`config.mk`:
```
export PLATFORM = sky130hd
export DESIGN_NAME = cv32e40p_xmem_obi_bridge
export DESIGN_NICKNAME = d
export VERILOG_FILES = /design/src/rtl/cv32e40p_xmem_obi_bridge.sv
export SDC_FILE = /design/constraint.sdc
export NUM_CORES = 1
export LEC_CHECK = 0
export ABC_AREA = 1
export BUFFER_PORTS_ARGS = -buffer_cell sky130_fd_sc_hd__buf_2
export CELL_PAD_IN_SITES_DETAIL_PLACEMENT = 1
export CELL_PAD_IN_SITES_GLOBAL_PLACEMENT = 1
export CORE_MARGIN = 5
export CORE_UTILIZATION = 38
export DETAILED_ROUTE_END_ITERATION = 6
export PLACE_DENSITY_LB_ADDON = 0.1
export SLEW_MARGIN = 20
export SYNTH_ARGS = -nofsm -noshare
export SYNTH_HDL_FRONTEND = slang
export SYNTH_SLANG_ARGS = --single-unit
```
`constraint.sdc`:
```
create_clock -name clk_i -period 3.9 [get_ports clk_i]
set_clock_uncertainty 0.2 [all_clocks]
set_input_delay 0.39 -clock clk_i [delete_from_list [all_inputs] [get_ports clk_i]]
set_output_delay 0.39 -clock clk_i [all_outputs]
set_load 0.01 [all_outputs]
```
`src/rtl/cv32e40p_xmem_obi_bridge.sv`:
```
// -----------------------------------------------------------------------------
// cv32e40p_xmem_obi_bridge
//
// Converts Xmem memory requests from the CV-X-IF accelerator wrapper into OBI
// data-bus transactions and returns Xmem responses in request order.
//
// Datapath:
//   request register -> OBI request (held until grant)
//   on grant         -> meta FIFO entry {width, byte offset, we}
//   on rvalid        -> meta pop, response FIFO push {rdata, range, status}
//   response FIFO    -> Xmem response channel
//
// A credit counter (request register + meta FIFO + response FIFO occupancy)
// limits in-flight requests to DEPTH.
//
// Ports:
//   clk_i, rst_i                  clock, asynchronous active-high reset
//   xmem_q_*                      Xmem request channel (valid/ready, laddr,
//                                 wdata, width, req_type; mode/spec/eot unused)
//   xmem_p_*                      Xmem response channel (valid/ready, rdata,
//                                 range, status)
//   data_req_o/data_gnt_i         OBI request handshake
//   data_addr_o/we_o/be_o/wdata_o OBI request payload
//   data_rvalid_i/rdata_i/err_i   OBI response
//
// Parameter:
//   DEPTH  maximum in-flight requests (1..8), default 2
//
// Build option:
//   CV32E40P_XMEM_MISALIGN_CHECK_EN  when defined, misaligned half/word
//   requests are answered locally with an error response and never reach the
//   bus. When undefined, every request goes to the bus and the low address
//   bits only steer byte lanes (upper bytes may be dropped).
// -----------------------------------------------------------------------------
module cv32e40p_xmem_obi_bridge #(
  parameter int unsigned DEPTH = 2
) (
  input  logic        clk_i,
  input  logic        rst_i,
  // Xmem request channel
  input  logic        xmem_q_valid_i,
  output logic        xmem_q_ready_o,
  input  logic [31:0] xmem_q_laddr_i,
  input  logic [31:0] xmem_q_wdata_i,
  input  logic [2:0]  xmem_q_width_i,
  input  logic        xmem_q_req_type_i,
  input  logic        xmem_q_mode_i,
  input  logic        xmem_q_spec_i,
  input  logic        xmem_q_endoftransaction_i,
  // Xmem response channel
  output logic        xmem_p_valid_o,
  input  logic        xmem_p_ready_i,
  output logic [31:0] xmem_p_rdata_o,
  output logic [4:0]  xmem_p_range_o,
  output logic        xmem_p_status_o,
  // OBI data bus
  output logic        data_req_o,
  input  logic        data_gnt_i,
  output logic [31:0] data_addr_o,
  output logic        data_we_o,
  output logic [3:0]  data_be_o,
  output logic [31:0] data_wdata_o,
  input  logic        data_rvalid_i,
  input  logic [31:0] data_rdata_i,
  input  logic        data_err_i
);

  localparam int unsigned PTR_W = (DEPTH > 1) ? $clog2(DEPTH) : 1;
  localparam int unsigned CNT_W = $clog2(DEPTH + 1);

  typedef enum logic [1:0] {
    WIDTH_BYTE = 2'd0,
    WIDTH_HALF = 2'd1,
    WIDTH_WORD = 2'd2
  } width_e;

  typedef struct packed {
    width_e     width;
    logic [1:0] offset;
    logic       we;
  } meta_t;

  typedef struct packed {
    logic [31:0] rdata;
    logic [4:0]  rng;
    logic        err;
  } resp_t;

  // ---------------------------------------------------------------------------
  // Width helpers
  // ---------------------------------------------------------------------------
  function automatic logic [4:0] width_range(input width_e w);
    case (w)
      WIDTH_BYTE: return 5'd7;
      WIDTH_HALF: return 5'd15;
      default:    return 5'd31;
    endcase
  endfunction

  function automatic logic [31:0] width_mask(input width_e w);
    case (w)
      WIDTH_BYTE: return 32'h0000_00FF;
      WIDTH_HALF: return 32'h0000_FFFF;
      default:    return 32'hFFFF_FFFF;
    endcase
  endfunction

  function automatic logic [3:0] width_be(input width_e w);
    case (w)
      WIDTH_BYTE: return 4'b0001;
      WIDTH_HALF: return 4'b0011;
      default:    return 4'b1111;
    endcase
  endfunction

  function automatic logic [PTR_W-1:0] ptr_next(input logic [PTR_W-1:0] p);
    if (p == PTR_W'(DEPTH - 1)) return '0;
    return p + PTR_W'(1);
  endfunction

  // ---------------------------------------------------------------------------
  // State
  // ---------------------------------------------------------------------------
  logic        req_full;
  logic [31:0] req_addr;
  logic        req_we;
  logic [3:0]  req_be;
  logic [31:0] req_wdata;
  width_e      req_width;
  logic [1:0]  req_offset;

  meta_t              meta_mem [DEPTH];
  logic [PTR_W-1:0]   meta_wr_ptr, meta_rd_ptr;
  logic [CNT_W-1:0]   meta_cnt;

  resp_t              resp_mem [DEPTH];
  logic [PTR_W-1:0]   resp_wr_ptr, resp_rd_ptr;
  logic [CNT_W-1:0]   resp_cnt;

  // ---------------------------------------------------------------------------
  // Request decode
  // ---------------------------------------------------------------------------
  width_e     q_width;
  logic [1:0] q_offset;
  logic       q_misaligned;

  // NOTE: every signal driven in an always_comb gets a default assignment first,
  // so no path through the block can leave it unassigned and infer a latch.
  always_comb begin
    q_width = WIDTH_WORD;
    case (xmem_q_width_i)
      3'd0:    q_width = WIDTH_BYTE;
      3'd1:    q_width = WIDTH_HALF;
      default: q_width = WIDTH_WORD;
    endcase
  end

  assign q_offset = xmem_q_laddr_i[1:0];

`ifdef CV32E40P_XMEM_MISALIGN_CHECK_EN
  assign q_misaligned = ((q_width == WIDTH_HALF) && q_offset[0]) ||
                        ((q_width == WIDTH_WORD) && (q_offset != 2'b00));
`else
  assign q_misaligned = 1'b0;
`endif

  // ---------------------------------------------------------------------------
  // Credits and accept
  // ---------------------------------------------------------------------------
  logic [5:0] credit_cnt;
  logic       meta_empty;
  logic       req_gnt;
  logic       q_accept;
  logic       bus_accept;
  logic       err_accept;

  assign meta_empty = (meta_cnt == '0);
  assign req_gnt    = req_full & data_gnt_i;
  assign credit_cnt = 6'(req_full) + 6'(meta_cnt) + 6'(resp_cnt);

  // A misaligned request is answered directly into the response FIFO, so it
  // must wait until no bus transaction is ahead of it to keep responses ordered.
  assign xmem_q_ready_o = (credit_cnt < 6'(DEPTH)) &&
                          (q_misaligned ? (!req_full && meta_empty)
                                        : (!req_full || data_gnt_i));

  assign q_accept   = xmem_q_valid_i & xmem_q_ready_o;
  assign bus_accept = q_accept & ~q_misaligned;
  assign err_accept = q_accept &  q_misaligned;

  // ---------------------------------------------------------------------------
  // Request register
  // ---------------------------------------------------------------------------
  // NOTE: sequential state is updated only with non-blocking assignments so all
  // registers sample their inputs on the same edge regardless of block order.
  always_ff @(posedge clk_i or posedge rst_i) begin
    if (rst_i) begin
      req_full   <= 1'b0;
      req_addr   <= '0;
      req_we     <= 1'b0;
      req_be     <= '0;
      req_wdata  <= '0;
      req_width  <= WIDTH_BYTE;
      req_offset <= '0;
    end else if (bus_accept) begin
      req_full   <= 1'b1;
      req_addr   <= {xmem_q_laddr_i[31:2], 2'b00};
      req_we     <= xmem_q_req_type_i;
      req_be     <= width_be(q_width) << q_offset;
      req_wdata  <= xmem_q_wdata_i << {q_offset, 3'b000};
      req_width  <= q_width;
      req_offset <= q_offset;
    end else if (req_gnt) begin
      req_full   <= 1'b0;
    end
  end

  assign data_req_o   = req_full;
  assign data_addr_o  = req_addr;
  assign data_we_o    = req_we;
  assign data_be_o    = req_be;
  assign data_wdata_o = req_wdata;

  // ---------------------------------------------------------------------------
  // Meta and response FIFOs
  // ---------------------------------------------------------------------------
  logic  meta_push, meta_pop;
  logic  resp_push, resp_pop;
  meta_t meta_head;
  resp_t resp_head;
  resp_t resp_wdata;
  logic [31:0] bus_rdata;

  assign meta_push = req_gnt;
  // An rvalid with nothing outstanding is a bus protocol error and is dropped.
  assign meta_pop  = data_rvalid_i & ~meta_empty;
  assign meta_head = meta_mem[meta_rd_ptr];

  assign xmem_p_valid_o = (resp_cnt != '0);
  assign resp_head      = resp_mem[resp_rd_ptr];
  assign resp_pop       = xmem_p_valid_o & xmem_p_ready_i;
  assign resp_push      = meta_pop | err_accept;

  always_comb begin
    bus_rdata = (data_rdata_i >> {meta_head.offset, 3'b000}) & width_mask(meta_head.width);
    if (meta_head.we) bus_rdata = '0;
  end

  // meta_pop and err_accept are mutually exclusive: a misaligned accept
  // requires the meta FIFO to be empty.
  always_comb begin
    resp_wdata = '0;
    if (err_accept) begin
      resp_wdata.rng = width_range(q_width);
      resp_wdata.err = 1'b1;
    end else begin
      resp_wdata.rdata = bus_rdata;
      resp_wdata.rng   = width_range(meta_head.width);
      resp_wdata.err   = data_err_i;
    end
  end

  // NOTE: the FIFO storage arrays have no reset; the occupancy counters qualify
  // every read and the response outputs are forced to zero while empty.
  always_ff @(posedge clk_i) begin
    if (meta_push) meta_mem[meta_wr_ptr] <= '{width: req_width, offset: req_offset, we: req_we};
    if (resp_push) resp_mem[resp_wr_ptr] <= resp_wdata;
  end

  always_ff @(posedge clk_i or posedge rst_i) begin
    if (rst_i) begin
      meta_wr_ptr <= '0;
      meta_rd_ptr <= '0;
      meta_cnt    <= '0;
      resp_wr_ptr <= '0;
      resp_rd_ptr <= '0;
      resp_cnt    <= '0;
    end else begin
      if (meta_push) meta_wr_ptr <= ptr_next(meta_wr_ptr);
      if (meta_pop)  meta_rd_ptr <= ptr_next(meta_rd_ptr);
      unique case ({meta_push, meta_pop})
        2'b10:   meta_cnt <= meta_cnt + CNT_W'(1);
        2'b01:   meta_cnt <= meta_cnt - CNT_W'(1);
        default: ;
      endcase

      if (resp_push) resp_wr_ptr <= ptr_next(resp_wr_ptr);
      if (resp_pop)  resp_rd_ptr <= ptr_next(resp_rd_ptr);
      unique case ({resp_push, resp_pop})
        2'b10:   resp_cnt <= resp_cnt + CNT_W'(1);
        2'b01:   resp_cnt <= resp_cnt - CNT_W'(1);
        default: ;
      endcase
    end
  end

  assign xmem_p_rdata_o  = xmem_p_valid_o ? resp_head.rdata : '0;
  assign xmem_p_range_o  = xmem_p_valid_o ? resp_head.rng   : '0;
  assign xmem_p_status_o = xmem_p_valid_o ? resp_head.err   : 1'b0;

  // Sideband request fields carry no meaning for this bridge.
  logic unused_inputs;
  assign unused_inputs = ^{xmem_q_mode_i, xmem_q_spec_i, xmem_q_endoftransaction_i};

  // The bus must never return a response that was not requested.
  assert property (@(posedge clk_i) disable iff (rst_i) !(data_rvalid_i && meta_empty));

endmodule
```
==> metrics.cfg, run 1 <==
[sta]
fin_crit_ps = 2960
rsz0062_at_grt = no
relSlewSlack = 0.280
timing.setup.tns_ps = 0
finalHoldViolCount = 0
maxSlewViolCount = 0
fmax_mhz = 338
fin_crit_sh = 0.758
worst_pin_slew_ps = 1080
setup_viol = 0

[detailed_routing]
dr.pass1.iters = 4
wl_per_cell_um = 16.8
drc = 0
drt-initial-drc-count = 256
postRouteAntennaNets = 0
via_per_inst = 4.78
dr_total_vias = 6511
drt_wl_total_mm = 22.9

[logic_synthesis]
synthFlopType = edfxtp_1
synth_compound_area_frac = 0.0581
synth_edf_count = 80
synth_async_sr_flop_share = 0.500
syn_area_um2 = 7450
yosys.area_share.adder = 0.00772
ys_ff_latch = 160
synth_simple_gate_area_frac = 0.277
synthXorXnorAreaFrac = 0.00823
avgSynthCellArea_um2 = 8.76
yosys_warnings = 0
syn_inst = 851
synth_mux_area_frac = 0
ys_types = 32
ys_seq_area_frac = 0.591
synth_top_family_by_area = simple AND/OR/NAND/NOR gates

[cts]
clockBufferDepth = 2
cts_tree = yes
clkLatencyLatePin_ps = 430
root_buffer = clkbuf_16
h-tree-depth = 4
clkTransAtPathRegs_ps = 70
post_cts_buffers = 0
cts_num_sinks = 160
numCtsBuffers = 17

[setup_path]
startpoint_type = flop
path_max_fanout = 32
cpMostUsedCell = nand2_1
crit_path_top_delay_cell = dfrtp_1
slowest_delay_ps = 430
required_ps = 4030
crit_type = flop to flop
endpoint_kind = flop
ff2ff_setup_slack_ps = 940
cp_cell_sequence = ha_1 -> a21o_1 -> fa_1 -> nor2_1 -> nand2_1 -> nor2_4 -> buf_4 -> nand2_1 -> o21ai_0
crit_arrival_ps = 3090

[floorplanning]
core-area_um2 = 19400
io_pins = 220
rows = 51
fp.dieArea_um2 = 22500
die_y_um = 150
dieWidth_um = 150
start_util = 0.384

[global_routing]
grt_pass1_vias = 6774
use_met3 = 0.0612
grt.total_usage = 0.207
antenna_found_initial = 2
use_met2 = 0.362
grtUsageMet1 = 0.240
grt_first_pass_wirelength_mm = 36.1
overflow = 0
grt_max_degree = 45
top_usage_layer = met2

[final_layout]
area_growth_pct = 29.4
post-route-util = 0.497
final_layout_size_suffix_gt1_frac = 0.257
nNetsFinal = 1198
antenna_cells = 0
fillers = 2364

[status]
status = finished, final reports clean

[placed_design]
io_buffers = 214
place.gp.congestion = 0.807
hpwl_mm = 16.1

[power_and_ir_drop]
p_leak_nw = 4.85
p_per_area_nw_per_um2 = 840
irDropWorstVdd_v = 0.000347

[run]
drv_cap = 0

[min_path]
hold_class = primary input to flop

[registers in the layout, summed over array words and instances (netlist names), 4 cells and up]
| register | cells |
|---|---|
| data_addr_o | 30 |
| data_be_o | 4 |
| data_wdata_o | 32 |
| meta_mem | 10 |
| resp_mem | 70 |
[final cells by class]
class / instances / area (um2) / share of cell area
Sequential cell: 160 / 4400 / 0.457
Multi-Input combinational cell: 602 / 2630 / 0.273
Timing Repair Buffer: 256 / 1480 / 0.154
Clock buffer: 22 / 528 / 0.0548
Tap cell: 265 / 332 / 0.0344
Inverter: 47 / 183 / 0.0189
Clock inverter: 10 / 81.3 / 0.00843
[cell usage after synthesis, types with 4 or more instances]
cell,number,area [um2]
xnor2_1,4,35.0
nand3_1,60,300
buf_6,5,56.3
nand2_4,5,56.3
nand2_1,369,1390
buf_2,23,115
inv_1,41,154
edfxtp_1,80,2400
nand2_2,6,37.5
clkbuf_1,9,33.8
a21oi_1,43,215
dfrtp_1,80,2000
nor2_1,58,218
buf_4,5,37.5
o21ai_0,34,170
[cells by family after synthesis]
| group | count (synthesis) |
|---|---|
| DFF | 160 |
| xor gates and xnor gates | 7 |
| and+or+nand+nor | 505 |
| buffers and inverters | 90 |
| other | 1 |
| adders and majority gates | 4 |
| AOI/OAI and AO/OA | 84 |
[layout by cell type, fill, tap and decap left out, types with 2 or more instances in the layout]
cell | netlist | routed
inv_6 | 1 | 7
nand2_2 | 6 | 6
clkinv_4 | 0 | 2
nor2_1 | 58 | 56
buf_4 | 5 | 8
o21ai_0 | 34 | 34
xor2_1 | 3 | 3
inv_1 | 41 | 40
clkbuf_16 | 0 | 20
clkinv_2 | 0 | 2
nand3_1 | 60 | 60
nor2_2 | 1 | 2
nor2_4 | 2 | 3
xnor2_1 | 4 | 4
conb_1 | 1 | 2
a21oi_1 | 43 | 43
nand2_4 | 5 | 5
dfrtp_1 | 80 | 80
edfxtp_1 | 80 | 80
ha_1 | 3 | 3
buf_2 | 23 | 214
nand2_1 | 369 | 369
a21oi_2 | 2 | 2
o21ai_1 | 3 | 3
inv_2 | 3 | 4
clkbuf_8 | 0 | 2
or2_2 | 2 | 2
dlygate4sd3_1 | 0 | 33
[path summary, 6_finish.rpt]
kind / start / end / cells after the start
worst max-delay path: meta_cnt[0] / data_wdata_o[9] / 9
worst min-delay path: data_gnt_i / data_req_o / 4
worst max register to register: meta_cnt[0] / data_wdata_o[9] / 9
worst min register to register: data_addr_o[25] / data_addr_o[25] / 2
max in group asynchronous: rst_i / data_wdata_o[14] / 4
min in group asynchronous: rst_i / data_addr_o[15] / 3
[metal layers]
layer	vias up	share of wire
li1	3186	-
met1	3106	0.39
met2	173	0.52
met3	42	0.068
met4	4	0.026
met5	-	0.00092
[per-stage QoR]
step | setup WS, ps | cells | power, mW | cell area, um2 | hold WS, ps
after floorplan | 1190 | 852 | 5.13 | 7460 | 242
after global placement | 993 | 1297 | 6.38 | 8700 | 102
after CTS | 856 | 1362 | 8.23 | 9640 | 30.1
after detailed placement | 895 | 1297 | 6.48 | 8700 | 103
final | 944 | 1362 | 8.10 | 9640 | 46.1
after global routing | 676 | 1362 | 8.72 | 9640 | 55.1
[power by group]
group / leakage, nW / internal, mW / switching [mW] / total [mW]
combinational: 2.79 / 1.17 / 2.37 / 3.54
sequential: 1.75 / 2.56 / 0.303 / 2.87
clock: 0.305 / 0.978 / 0.719 / 1.70
total: 4.85 / 4.71 / 3.39 / 8.10
[worst max-delay path: cells and delay by family, from the launching register on]
| kind | cells | cell delay, ps |
|---|---|---|
| AND/OR/NAND/NOR | 4 | 690 |
| buffers and inverters | 1 | 350 |
| flip-flops | 1 | 430 |
| adder cells (fa/ha/maj) | 2 | 730 |
| AO/OA/AOI/OAI | 2 | 450 |
[repair_timing]
| action | 4_1_cts | 5_1_grt |
|---|---|---|
| hold buffers | 33 | 0 |
| setup endpoints to repair | 0 | 0 |
| gates resized for setup | 0 | 0 |
| hold endpoints to repair | 41 | 0 |
No activity file was read; power rests on OpenSTA's default activity.
==> inputs of run 2 (changes only) <==
--- a/config.mk
+++ b/config.mk
@@ -5,12 +5,12 @@
 export SDC_FILE = /design/constraint.sdc
 export NUM_CORES = 1
 export LEC_CHECK = 0
-export ABC_AREA = 1
+export ABC_AREA = 0
 export BUFFER_PORTS_ARGS = -buffer_cell sky130_fd_sc_hd__buf_2
 export CELL_PAD_IN_SITES_DETAIL_PLACEMENT = 1
 export CELL_PAD_IN_SITES_GLOBAL_PLACEMENT = 1
 export CORE_MARGIN = 5
-export CORE_UTILIZATION = 38
+export CORE_UTILIZATION = 37
 export DETAILED_ROUTE_END_ITERATION = 6
 export PLACE_DENSITY_LB_ADDON = 0.1
 export SLEW_MARGIN = 20
==> constraint.sdc (replaced) <==
create_clock -name clk_i -period 2.5 [get_ports clk_i]
set_clock_uncertainty 0.2 [all_clocks]
set_input_delay 0.25 -clock clk_i [delete_from_list [all_inputs] [get_ports clk_i]]
set_output_delay 0.25 -clock clk_i [all_outputs]
set_load 0.01 [all_outputs]
==> run 2 against run 1 <==
Compared with the run above:
- the flow now finishes with violations (setup timing)
- die area increased by 3.6%
- final area increased by 6.5%
- sequential share of layout area decreased by 2.8 points
- global-route usage decreased by 1.6 points
- setup slack got worse by 1100 ps
==> metrics.cfg, run 2 <==
[detailed_routing]
top_layer_used = met5
drt_wl_total_mm = 22.6  ; -1.2%
drt-initial-drc-count = 174  ; -32%
wl_met3_mm = 1.66  ; +7.5%
dr_total_vias = 5640  ; -13%
wl_per_cell_um = 20.1  ; +20%
met2_length_mm = 12.0  ; +1.7%
postRouteAntennaNets = 0  ; unchanged
dr.pass1.iters = 4  ; unchanged
drc = 0  ; unchanged
wl_met1_mm = 8.56  ; -4.1%
via_per_inst = 5.01  ; +4.9%

[sta]
timing.setup.tns_ps = -5520  ; -5520 ps
finalHoldViolCount = 0  ; unchanged
fmax_mhz = 380
fin_crit_sh = 1.05
relSlewSlack = 0.472  ; +0.192
maxSlewViolCount = 0  ; unchanged
setup_slack_ps = -128  ; -1070 ps
setup_viol = 62  ; +62
rsz0062_at_grt = yes
fin_crit_ps = 2630
worst_pin_slew_ps = 793  ; -285 ps

[final_layout]
final_layout_size_suffix_gt1_frac = 0.384  ; +0.127
post-route-util = 0.509  ; +0.0120
final_area_um2 = 10300  ; +6.5%
mostFrequentLayoutCell = buf_2
regMostFlops = resp_mem
nNetsFinal = 955  ; -20%
layout_common_cells = 213 x buf_2, 92 x mux2i_1, 80 x edfxtp_1
area_growth_pct = 36.3
largest_reg_flops = 70  ; unchanged

[logic_synthesis]
avgSynthCellArea_um2 = 13.2  ; +50%
synth_top_cell_by_area = edfxtp_1
synth_simple_gate_area_frac = 0.0701  ; -0.207
synth.area.top_cells = edfxtp_1 32%, dfrtp_1 27%, mux2i_1 12%
synthFlopType = edfxtp_1
synthXorXnorAreaFrac = 0.0116  ; +0.00340
yosys_warnings = 0  ; unchanged
ys_ff_latch = 160  ; unchanged
ys_seq_area_frac = 0.585  ; -0.00628
syn_area_um2 = 7530  ; +1.1%
synth_edf_count = 80  ; unchanged
ys_types = 40  ; +25%
synth_compound_area_frac = 0.0708  ; +0.0127
yosys.area_share.adder = 0.00764  ; -0.0000821
synth_most_common_cell = mux2i_1
netlist_top_cells_count = 92 x mux2i_1, 80 x dfrtp_1, 80 x edfxtp_1
synth_top_family_by_area = multiplexers
synth_top_area_share = 0.319  ; -0.00343
synth_async_sr_flop_share = 0.500  ; unchanged
synth_mux_area_frac = 0.220  ; +0.220
syn_inst = 572  ; -33%

[placed_design]
place.gp.congestion = 0.823  ; +2.0%
io_buffers = 214  ; unchanged
hpwl_mm = 16.1  ; +0.36%
placed_area_um2 = 9030  ; +3.8%
place_worst_setup_slack_ps = -96.2  ; -991 ps

[cts]
clockBufferDepth = 2  ; unchanged
cts_num_sinks = 160  ; unchanged
root_buffer = clkbuf_16
h-tree-depth = 4  ; unchanged
cts_tree = yes
clkLatencyLatePin_ps = 420  ; about the same
numCtsBuffers = 17  ; unchanged
clkTransAtPathRegs_ps = 70  ; about the same

[floorplanning]
start_util = 0.373  ; -0.0107
core-area_um2 = 20200  ; +4.0%
io_pins = 220  ; unchanged
die_y_um = 153  ; +1.8%
fp.dieArea_um2 = 23300  ; +3.6%
rows = 52  ; +2.0%
dieWidth_um = 153  ; +1.8%

[setup_path]
cp_cell_sequence = ha_1 -> a21o_1 -> fa_1 -> nor2_4 -> and2_4 -> buf_6
crit_arrival_ps = 2180  ; -910 ps
startpoint_type = flop
crit_path_top_delay_cell = fa_1
slowest_delay_ps = 480  ; +50 ps
required_ps = 2050  ; -1980 ps
endpoint_kind = primary output
crit_type = flop to primary output
crit_buf_inv = 1  ; unchanged
cp_top_family = adder cells
path_max_fanout = 2  ; -94%

[global_routing]
grt_max_degree = 32  ; -29%
overflow = 0  ; unchanged
grt_pass1_vias = 6516  ; -3.8%
antenna_found_initial = 1  ; -1
grt_first_pass_wirelength_mm = 35.3  ; -2.2%
grt.total_usage = 0.191  ; -0.0160

[status]
status = complete, but fails checks
violations = setup timing

[power_and_ir_drop]
irDropWorstVdd_v = 0.000488  ; +41%
power.total_mw = 13.1  ; +61%
p_per_area_nw_per_um2 = 1270  ; +51%
p_leak_nw = 4.86  ; +0.26%

[min_path]
hold_class = primary input to flop

[run]
drv_cap = 0  ; unchanged

-- run 2: changes by cell type after synthesis, moves of 10 or more --
| cell | change |
|---|---|
| o21ai_0 | -33 |
| nand3_1 | -59 |
| a21oi_1 | -24 |
| and3_1 | +17 |
| nand2_1 | -349 |
| inv_1 | -27 |
| mux2i_1 | +92 |
| nand2b_1 | +10 |
| mux2_1 | +59 |
-- run 2: final timing paths --
check,start,to,slack [ps],cells past startpoint
setup / recovery,meta_cnt[0],xmem_q_ready_o,-130,6
hold / removal,xmem_q_width_i[1],data_be_o[3],20,4
setup reg to reg,meta_cnt[0],data_addr_o[2],-110,8
hold reg to reg,req_offset[0],meta_mem[1][1],270,0
max in group asynchronous,rst_i,data_wdata_o[31],1190,4
min in group asynchronous,rst_i,data_addr_o[19],330,3
-- run 2: metal layers --
metal  global-route usage  vias up
li1                     -     2611
met1                0.208     2817
met2                0.350      182
met3               0.0693       28
met4               0.0552        2
met5                    0        -
-- run 2: through the flow --
stage	cells	hold WS, ps
CTS	1123	9.00
global route	1124	25.2
finish	1125	16.4
global placement	1042	187
detailed placement	1042	208
floorplan	573	147
-- run 2: timing repair --
action,CTS,global route
hold buffers,46,0
endpoints found under the hold margin,80,0
pin swaps,1,0
resized for setup,3,37
setup endpoints to repair,62,72
buffers inserted,3,1
-- run 2: tightest hold or removal path: cells and delay by family --
family,cells,cell delay (ps)
buf+inv,1,80
mux,1,120
simple gates,2,150
-- run 2: cells by family (layout without fill, tap and decap cells) --
group,Yosys count,in the layout
adders and majority gates,4,4
muxes,156,156
DFF,160,160
AOI/OAI and AO/OA,69,69
and+or+nand+nor,118,118
xor gates and xnor gates,10,10
buffers and inverters,54,335
other,1,3
-- run 2: layout make-up --
cell class | count | area [um2]
multi-input combinational | 359 | 3020
sequential | 160 | 4410
inverter | 14 | 56.3
timing repair buffer | 289 | 1860
tap | 270 | 338
clock inverter | 13 | 126
antenna | 1 | 2.50
clock buffer | 19 | 464
fill | 2159 | 9900
-- run 2: power by group --
part	internal [mW]	leakage (nW)	switching, mW
Combinational	2.92	2.84	3.08
Sequential	3.92	1.73	0.546
Clock	1.48	0.293	1.12
Total	8.32	4.86	4.74
==> inputs of run 3 (changes only) <==
--- a/config.mk
+++ b/config.mk
@@ -12,7 +12,7 @@
 export CORE_MARGIN = 5
 export CORE_UTILIZATION = 37
 export DETAILED_ROUTE_END_ITERATION = 6
-export PLACE_DENSITY_LB_ADDON = 0.1
+export PLACE_DENSITY = 0.87
 export SLEW_MARGIN = 20
 export SYNTH_ARGS = -nofsm -noshare
 export SYNTH_HDL_FRONTEND = slang
==> run 3 against run 2 <==
Compared with the run above:
- the run still ends with setup timing left
- fmax is 1.3% higher
- utilization rose by 1.3 points
- first-iteration DRC count is 77% higher
- sequential power grew 2%
- hold slack got worse by 6.3 ps
- wire length increased by 8.7%
- critical endpoint is now data_wdata_o[21]
- sequential cell count unchanged
==> metrics.cfg, run 3 (synthesis gave the netlist of run 2 again) <==
[sta]
finalHoldViolCount = 0  ; unchanged
maxSlewViolCount = 0  ; unchanged
setup_viol = 63  ; +1.6%
rsz0062_at_grt = yes
worst_pin_slew_ps = 720  ; -72.1 ps
relSlewSlack = 0.519  ; +0.0471
fin_crit_sh = 1.04  ; -0.0135
fin_crit_ps = 2590  ; -33.8 ps
setup_slack_ps = -94.5  ; +33.8 ps
fmax_mhz = 385  ; +1.3%

[setup_path]
crit_path_top_delay_cell = fa_1
crit_arrival_ps = 2710  ; +530 ps
path_max_fanout = 6  ; +4
endpoint_kind = flop
startpoint_type = flop
slowest_delay_ps = 480  ; about the same
crit_type = flop to flop
reg2reg_depth = 9  ; +1
required_ps = 2620  ; +570 ps
cp_cell_sequence = ha_1 -> a21o_1 -> fa_1 -> nor2_4 -> buf_6 -> nand3_4 -> buf_12 -> clkbuf_16 -> mux2_4

[cts]
numCtsBuffers = 17  ; unchanged
clkLatencyLatePin_ps = 430  ; about the same
cts_tree = yes
clockBufferDepth = 2  ; unchanged
root_buffer = clkbuf_16
cts_num_sinks = 160  ; unchanged
h-tree-depth = 4  ; unchanged
clkTransAtPathRegs_ps = 70  ; about the same

[global_routing]
grt_max_degree = 36  ; +13%
grt_pass1_vias = 6551  ; +0.54%
use_met2 = 0.359  ; +0.00906
top_usage_layer = met2
grt.total_usage = 0.206  ; +0.0146
use_met3 = 0.0747  ; +0.00540
grtUsageMet1 = 0.234  ; +0.0265
overflow = 0  ; unchanged
grt_first_pass_wirelength_mm = 37.5  ; +6.2%
antenna_found_initial = 1  ; unchanged

[power_and_ir_drop]
p_per_area_nw_per_um2 = 1340  ; +5.0%
irDropWorstVdd_v = 0.000854  ; +75%
p_leak_nw = 5.07  ; +4.3%

[detailed_routing]
dr.pass1.iters = 4  ; unchanged
wl_per_cell_um = 21.7  ; +7.8%
postRouteAntennaNets = 0  ; unchanged
drt_wl_total_mm = 24.6  ; +8.7%
drc = 0  ; unchanged
dr_total_vias = 5783  ; +2.5%
via_per_inst = 5.10  ; +1.7%
drt-initial-drc-count = 308  ; +77%

[placed_design]
placed_area_um2 = 8990  ; -0.50%
place.gp.congestion = 0.807  ; -1.9%
io_buffers = 214  ; unchanged
hpwl_mm = 15.6  ; -3.2%
dp.cells = 1041  ; -0.096%

[min_path]
holdPathStages = 3  ; -1
hold_class = primary input to flop

[run]
drv_cap = 0  ; unchanged

[floorplanning]
dieWidth_um = 153  ; unchanged
fp.dieArea_um2 = 23300  ; unchanged
core-area_um2 = 20200  ; unchanged
io_pins = 220  ; unchanged
die_y_um = 153  ; unchanged
rows = 52  ; unchanged
start_util = 0.373  ; unchanged

[final_layout]
fillers = 2103  ; -2.6%
layout_common_cells = 213 x buf_2, 92 x mux2i_1, 80 x edfxtp_1
largest_reg_flops = 70  ; unchanged
antenna_cells = 0  ; -1
mostFrequentLayoutCell = buf_2
regMostFlops = resp_mem
final_layout_size_suffix_gt1_frac = 0.424  ; +0.0395
final_area_um2 = 10500  ; +2.5%
fin_cells = 1134  ; +0.80%
area_growth_pct = 39.8
nNetsFinal = 965  ; +1.0%

[status]
violations = setup timing
status = complete, but fails checks

==> run 3: cell count changes in the layout (fill, tap and decap cells not counted), sizes merged <==
cell | previous run | this run
bufinv | 1 | 0
clkinv | 6 | 4
diode | 1 | 0
buf | 243 | 252
clkinvlp | 2 | 3
clkbuf | 19 | 22
==> run 3: critical path: cells and delay by family (launching register included) <==
family	cells	cell delay (ps)
AOI/OAI and AO/OA	1	160
and+or+nand+nor	2	220
adders and majority gates	2	770
muxes	1	310
DFF	1	380
buffers and inverters	3	450
==> run 3: layer usage <==
| layer | up-vias | routed length (um) | part of all wire |
|---|---|---|---|
| li1 | 2636 | - | - |
| met1 | 2832 | 9560 | 0.39 |
| met2 | 272 | 12400 | 0.50 |
| met3 | 43 | 1990 | 0.081 |
| met4 | 0 | 641 | 0.026 |
| met5 | - | 0 | 0 |
==> run 3: final timing paths <==
| kind | slack (ps) | from | end |
|---|---|---|---|
| max | -90 | resp_cnt[0] | data_wdata_o[21] |
| min | 10 | xmem_q_width_i[1] | req_width[1] |
| max reg2reg | -90 | resp_cnt[0] | data_wdata_o[21] |
| min reg2reg | 290 | req_width[1] | meta_mem[0][4] |
| max in group asynchronous | 1470 | rst_i | data_wdata_o[23] |
| min in group asynchronous | 60 | rst_i | data_addr_o[14] |
==> run 3: area by class of cell <==
class	count	area [um2]	area share
clock buffer	21	474	0.0450
inverter	14	56.3	0.00535
sequential	160	4410	0.418
timing repair buffer	299	2060	0.195
tap	270	338	0.0321
multi-input combinational	359	3120	0.296
clock inverter	11	77.6	0.00737
==> run 3: report_power, final <==
group	switching [mW]	internal [mW]	total, mW
Sequential	0.611	3.93	4.54
Clock	1.11	1.37	2.48
Combinational	3.34	3.70	7.05
Total	5.07	9.00	14.1
==> run 3: through the flow <==
step / util / hold slack [ps] / worst slack [ps] / total power, mW / setup TNS (ps)
final: 0.522 / 10.0 / -94.5 / 14.1 / -4520
after global routing: 0.522 / 22.4 / -173 / 14.8 / -10410
after CTS: 0.515 / 11.2 / -150 / 13.7 / -8560
after detailed placement: 0.446 / -60.6 / -106 / 9.76 / -5080
after global placement: 0.446 / -63.9 / -74.7 / 9.53 / -3870
after floorplan: - / 147 / 29.4 / 7.67 / 0
==> run 3: what timing repair did <==
item | in CTS | in global routing
buffers inserted | 6 | 4
resized for setup | 57 | 24
pin swaps | 5 | 2
hold buffers | 46 | 0
gates cloned | 4 | 1
setup endpoints to repair | 66 | 93
hold endpoints to repair | 129 | 0
